===== config.mk =====
export PLATFORM = sky130hd
export DESIGN_NAME = fc_par_mvm
export DESIGN_NICKNAME = d
export VERILOG_FILES = /design/src/rtl/fc_par_mvm_pkg.sv /design/src/rtl/fc_mac_lane.sv /design/src/rtl/fc_spram.sv /design/src/rtl/fc_par_mvm.sv
export SDC_FILE = /design/constraint.sdc
export NUM_CORES = 2
export LEC_CHECK = 0
export ABC_CLOCK_PERIOD_IN_PS = 9200
export BUFFER_PORTS_ARGS = -buffer_cell sky130_fd_sc_hd__buf_2
export CAP_MARGIN = 10
export CORE_MARGIN = 2
export CORE_UTILIZATION = 54
export CTS_CLUSTER_SIZE = 16
export DETAILED_ROUTE_END_ITERATION = 10
export PLACE_DENSITY = 0.74
export SLEW_MARGIN = 0
export SYNTH_ARGS = -nofsm -noshare
export SYNTH_HDL_FRONTEND = slang
export SYNTH_HIERARCHICAL = 1
export SYNTH_SLANG_ARGS = --single-unit
export TNS_END_PERCENT = 30

===== constraint.sdc =====
create_clock -name clk -period 9.2 [get_ports clk]
set_clock_uncertainty 0.1 [all_clocks]
set_input_delay 1.38 -clock clk [delete_from_list [all_inputs] [get_ports clk]]
set_output_delay 1.38 -clock clk [all_outputs]
set_load 0.02 [all_outputs]

===== src/rtl/fc_par_mvm_pkg.sv =====
// Shared types and helpers for the lane-parallel fully connected engine.
package fc_pkg;

    typedef enum logic [1:0] {LOAD_X, COMPUTE, FLUSH, OUTPUT} state_t;

    localparam int SAT_IW = 128;
    localparam int SAT_OW = 64;

    // Clamp a sign-extended accumulator to the signed t-bit range; caller narrows the result to t bits.
    function automatic logic [SAT_OW-1:0] sat_t(input logic signed [SAT_IW-1:0] v, input int t);
        logic signed [SAT_IW-1:0] hi;
        logic signed [SAT_IW-1:0] lo;
        hi = $signed((SAT_IW'(1) << (t - 1)) - SAT_IW'(1));
        lo = ~hi;
        if (v > hi)
            return hi[SAT_OW-1:0];
        else if (v < lo)
            return lo[SAT_OW-1:0];
        else
            return v[SAT_OW-1:0];
    endfunction

endpackage


===== src/rtl/fc_mac_lane.sv =====
// One MAC lane: full-precision signed product accumulated into a wide register.
module fc_mac_lane #(
    parameter int T     = 16,
    parameter int N     = 8,
    localparam int AccW = 2 * T + $clog2(N)
) (
    input  logic            clk,
    input  logic            reset,
    input  logic            clear,
    input  logic            en,
    input  logic [T-1:0]    x,
    input  logic [T-1:0]    w,
    output logic [AccW-1:0] acc
);

    logic signed [2*T-1:0] prod;

    assign prod = $signed(x) * $signed(w);

    always_ff @(posedge clk) begin
        if (reset || clear)
            acc <= '0;
        else if (en)
            acc <= acc + {{(AccW - 2 * T){prod[2*T-1]}}, prod};
    end

endmodule


===== src/rtl/fc_spram.sv =====
// Single-port synchronous RAM, one-cycle read latency, read-before-write.
module fc_spram #(
    parameter int T    = 16,
    parameter int SIZE = 8,
    localparam int AW  = (SIZE > 1) ? $clog2(SIZE) : 1
) (
    input  logic          clk,
    input  logic          we,
    input  logic [AW-1:0] addr,
    input  logic [T-1:0]  wdata,
    output logic [T-1:0]  rdata
);

    logic [T-1:0] mem [SIZE];

    always_ff @(posedge clk) begin
        if (we)
            mem[addr] <= wdata;
        rdata <= mem[addr];
    end

endmodule


===== src/rtl/fc_par_mvm.sv =====
// Fully connected layer y = W*x with P parallel MAC lanes and saturated output.
// Define FC_PAR_RELU_EN to clamp negative outputs to zero.
module fc_par_mvm
    import fc_pkg::*;
#(
    parameter int T     = 16,
    parameter int M     = 8,
    parameter int N     = 8,
    parameter int P     = 2,
    localparam int G    = M / P,
    localparam int AW   = $clog2(G * N),
    localparam int AccW = 2 * T + $clog2(N)
) (
    input  logic           clk,
    input  logic           reset,
    input  logic [T-1:0]   input_data,
    input  logic           input_valid,
    output logic           input_ready,
    output logic [AW-1:0]  w_addr,
    input  logic [P*T-1:0] w_data,
    output logic [T-1:0]   output_data,
    output logic           output_valid,
    input  logic           output_ready
);

    localparam int KW = $clog2(N);
    localparam int LW = (P > 1) ? $clog2(P) : 1;
    localparam int GW = (G > 1) ? $clog2(G) : 1;

    state_t                 state;
    logic [KW-1:0]          k, c;
    logic [GW-1:0]          g;
    logic [LW-1:0]          l;
    logic                   vld_pipe;
    logic                   in_hs, out_hs, clear;
    logic                   last_x, last_c, last_l, last_g;
    logic [T-1:0]           x_rd;
    logic [P-1:0][AccW-1:0] acc;
    logic [AccW-1:0]        acc_sel;
    logic [T-1:0]           y_sat, y_val;

    assign input_ready = (state == LOAD_X);
    assign in_hs       = input_valid && input_ready;
    assign out_hs      = output_valid && output_ready;
    assign last_x      = (k == KW'(N - 1));
    assign last_c      = (c == KW'(N - 1));
    assign last_l      = (l == LW'(P - 1));
    assign last_g      = (g == GW'(G - 1));
    assign clear       = (in_hs && last_x) || (out_hs && last_l && !last_g);
    assign w_addr      = AW'(int'(g) * N + int'(c));

    fc_spram #(.T(T), .SIZE(N)) u_xbuf (
        .clk   (clk),
        .we    (in_hs),
        .addr  ((state == LOAD_X) ? k : c),
        .wdata (input_data),
        .rdata (x_rd)
    );

    // Both RAM reads land one cycle after the COMPUTE address, so accumulation trails by one.
    always_ff @(posedge clk) begin
        if (reset)
            vld_pipe <= 1'b0;
        else
            vld_pipe <= (state == COMPUTE);
    end

    for (genvar p = 0; p < P; p++) begin : g_lane
        fc_mac_lane #(.T(T), .N(N)) u_lane (
            .clk   (clk),
            .reset (reset),
            .clear (clear),
            .en    (vld_pipe),
            .x     (x_rd),
            .w     (w_data[p*T +: T]),
            .acc   (acc[p])
        );
    end

    assign acc_sel = acc[l];
    assign y_sat   = T'(sat_t({{(SAT_IW - AccW){acc_sel[AccW-1]}}, acc_sel}, T));

`ifdef FC_PAR_RELU_EN
    assign y_val = y_sat[T-1] ? '0 : y_sat;
`else
    assign y_val = y_sat;
`endif

    assign output_data = output_valid ? y_val : '0;

    always_ff @(posedge clk) begin
        if (reset) begin
            state        <= LOAD_X;
            k            <= '0;
            c            <= '0;
            g            <= '0;
            l            <= '0;
            output_valid <= 1'b0;
        end else begin
            case (state)
                LOAD_X: begin
                    if (in_hs) begin
                        if (last_x) begin
                            k     <= '0;
                            c     <= '0;
                            g     <= '0;
                            state <= COMPUTE;
                        end else begin
                            k <= k + 1'b1;
                        end
                    end
                end
                COMPUTE: begin
                    if (last_c) begin
                        c     <= '0;
                        state <= FLUSH;
                    end else begin
                        c <= c + 1'b1;
                    end
                end
                FLUSH: begin
                    l            <= '0;
                    output_valid <= 1'b1;
                    state        <= OUTPUT;
                end
                OUTPUT: begin
                    if (out_hs) begin
                        if (last_l) begin
                            l            <= '0;
                            output_valid <= 1'b0;
                            if (!last_g) begin
                                g     <= g + 1'b1;
                                state <= COMPUTE;
                            end else begin
                                k     <= '0;
                                state <= LOAD_X;
                            end
                        end else begin
                            l <= l + 1'b1;
                        end
                    end
                end
                default: state <= LOAD_X;
            endcase
        end
    end

endmodule


==> reports/metrics.cfg <==
[critical_path]
crit_path_max_fanout=8
reg2reg_from=u_xbuf/rdata[6]$_DFF_P_
arrival_ns=9.11
crit_type=primary input to flop
crit_required_ns=9.55
crit_buf_inv=6
crit_path_frequent_cell=fa_1
cpMaxStageDelayCell=fa_1
r2r_slack_ns=0.49
cpPeakStageDelay_ns=0.56
crit_family=adder cells
r2r_cells=34
setup.worst_path.start_class=primary input
end_kind=flop
rr_endpoint=g_lane[1].u_lane/acc[34]$_SDFFE_PP0P_

[timing]
holdWs_ns=0.3974
drv_slew=0
period_share_pct=95.25
hold_viol_final=0
timing.final.ws_setup_ns=0.4368
rsz0062_at_grt=no
fin_crit_ns=8.763
fmax_mhz=114.1
slew_headroom_pct=28.37
setup_viol=0
worstMarginPinSlew_ns=1.071

[cells_and_area]
area_delta_synth_final_pct=8.446
fin_area_um2=35430
drive_gt1_share_pct=9.638
utilization_pct=58.91
mostFrequentLayoutCells=inv_1 (640), fa_1 (526), nand2_1 (314)
layout_commonest_cell=inv_1
layout.nets=4283

[floorplanning]
die-width_um=250.0
start_util_pct=54.32
rows=90
core_um2=60130
pin_count=75
die_h_um=250.0
dieArea_um2=62480

[drt]
wl_mm=76.67
first_iter_violations=1667
drc=0
dr.pass1.iters=5
final_antenna_net_count=0
via_per_inst=5.574
wire_per_inst_um=18.00
routed-via-count=23740

[synth]
synth_ff_type=edfxtp_1
ys_seq_area_share_pct=17.83
synth_edf_count=128
synth_cell_types=100
async_reset_ff_share_pct=0
synth_area_um2=32670
synthCells=3340
yosysWarnings=6
synth_seq_cells=227
syn_avg_cell_area_um2=9.780
synth_nets=4165

[placement]
hpwl_mm=61.49
io_buffers=74
place.gp.congestion=0.8785
dpl-instance-area_um2=34570
dp_slack_ns=-0.1428

[clock_network]
cts_tree=done
clk_latency_ns=0.52
cts_buffer_depth=3
numCtsBuffers=24
hold_buffers=0
htreeDepth=1
clockRootBuffer=clkbuf_16
clkTransAtPathRegs_ns=0.07
cts.sinks=227

[min_path]
min_to=u_xbuf/rdata[5]$_DFF_P_
hp-class=flop to flop
hp-start=u_xbuf/mem[4][5]$_DFFE_PP_
holdPathStages=2

[global_route]
grt_pass1_vias=24110
globalRouteOverflowTotal=0
antenna_found_initial=4
grt_first_pass_wirelength_mm=128.4
grt_usage_pct=25.67
grt_max_degree=75

[status]
status=completed

[job]
cap_violations=0

tightest hold or removal path: stages, from the launching register on:
cell and delay, ns:
edfxtp_1 0.32, nand3_1 0.07, o211ai_1 0.08
state kept, by name, indices dropped and copies added (netlist names):
signal / count
u_xbuf/mem: 128
g_lane.u_lane/acc: 70
u_xbuf/rdata: 16
c: 3
k: 3
g: 2
state: 2
l: 1
output_valid: 1
vld_pipe: 1
metal layers:
layer	routed length, µm	GRT usage (%)	share of wire (%)
met2	35620	41.12	46
met1	34570	37.63	45
met4	1573	5.287	2.1
met5	7	0	0.0091
met3	4903	3.379	6.4
repair_timing:
action | CTS | global route
gates resized for setup | 0 | 4
endpoints found under the hold margin | 0 | 0
setup buffers | 0 | 0
setup endpoints to repair | 0 | 1
cells by family after synthesis:
group / after synthesis / share of synthesized area (%)
AO/OA/AOI/OAI: 443 / 9.526
XOR/XNOR: 113 / 3.030
adder cells (fa/ha/maj): 773 / 41.70
buffers and inverters: 751 / 8.829
flip-flops: 227 / 17.83
multiplexers: 127 / 5.144
AND/OR/NAND/NOR: 906 / 13.94
how the worst max path moves through the flow:
| stage | startpoint | endpoint | slack (ns) | depth (start not counted) |
|---|---|---|---|---|
| after CTS | w_data[17] | g_lane[1].u_lane/acc[34]$_SDFFE_PP0P_ | 0.34 | 35 |
| final | w_data[20] | g_lane[1].u_lane/acc[34]$_SDFFE_PP0P_ | 0.44 | 34 |
| after global placement | w_data[17] | g_lane[1].u_lane/acc[34]$_SDFFE_PP0P_ | -0.08 | 35 |
| after floorplan | w_data[23] | g_lane[1].u_lane/acc[34]$_SDFFE_PP0P_ | 0.28 | 33 |
| after detailed placement | w_data[17] | g_lane[1].u_lane/acc[34]$_SDFFE_PP0P_ | -0.14 | 35 |
| after global routing | w_data[17] | g_lane[1].u_lane/acc[34]$_SDFFE_PP0P_ | 0.0008 | 35 |
final cells by class:
class	count	area, µm²
diodes	1	2.502
repair buffers	203	1389
inverters	640	2402
multi-input cells	2362	23970
fillers	5224	24710
clock buffers	26	629.4
flip-flops and latches	227	5832
well taps	782	978.4
clock inverters	18	219.0
cell usage after synthesis, types with 59 or more instances:
cell,instances,area (µm²)
a21o_1,59,442.9
a21oi_1,108,540.5
and2_1,245,1533
clkbuf_1,86,322.8
dfxtp_1,99,1982
edfxtp_1,128,3844
fa_1,526,10530
ha_1,247,3090
inv_1,640,2402
mux2i_1,61,610.6
nand2_1,314,1179
nor2_1,151,566.8
o21ai_0,64,320.3
xnor2_1,83,727.0
stage by stage:
stage                     TNS (ns)  cells
after floorplan                  0   3340
after global placement    -0.08201   4214
after detailed placement   -0.1428   4214
after CTS                        0   4258
after global routing             0   4258
final                            0   4259
Power is not shown: default switching activity piles up to over one toggle a cycle in this logic, so the estimate is an artifact.
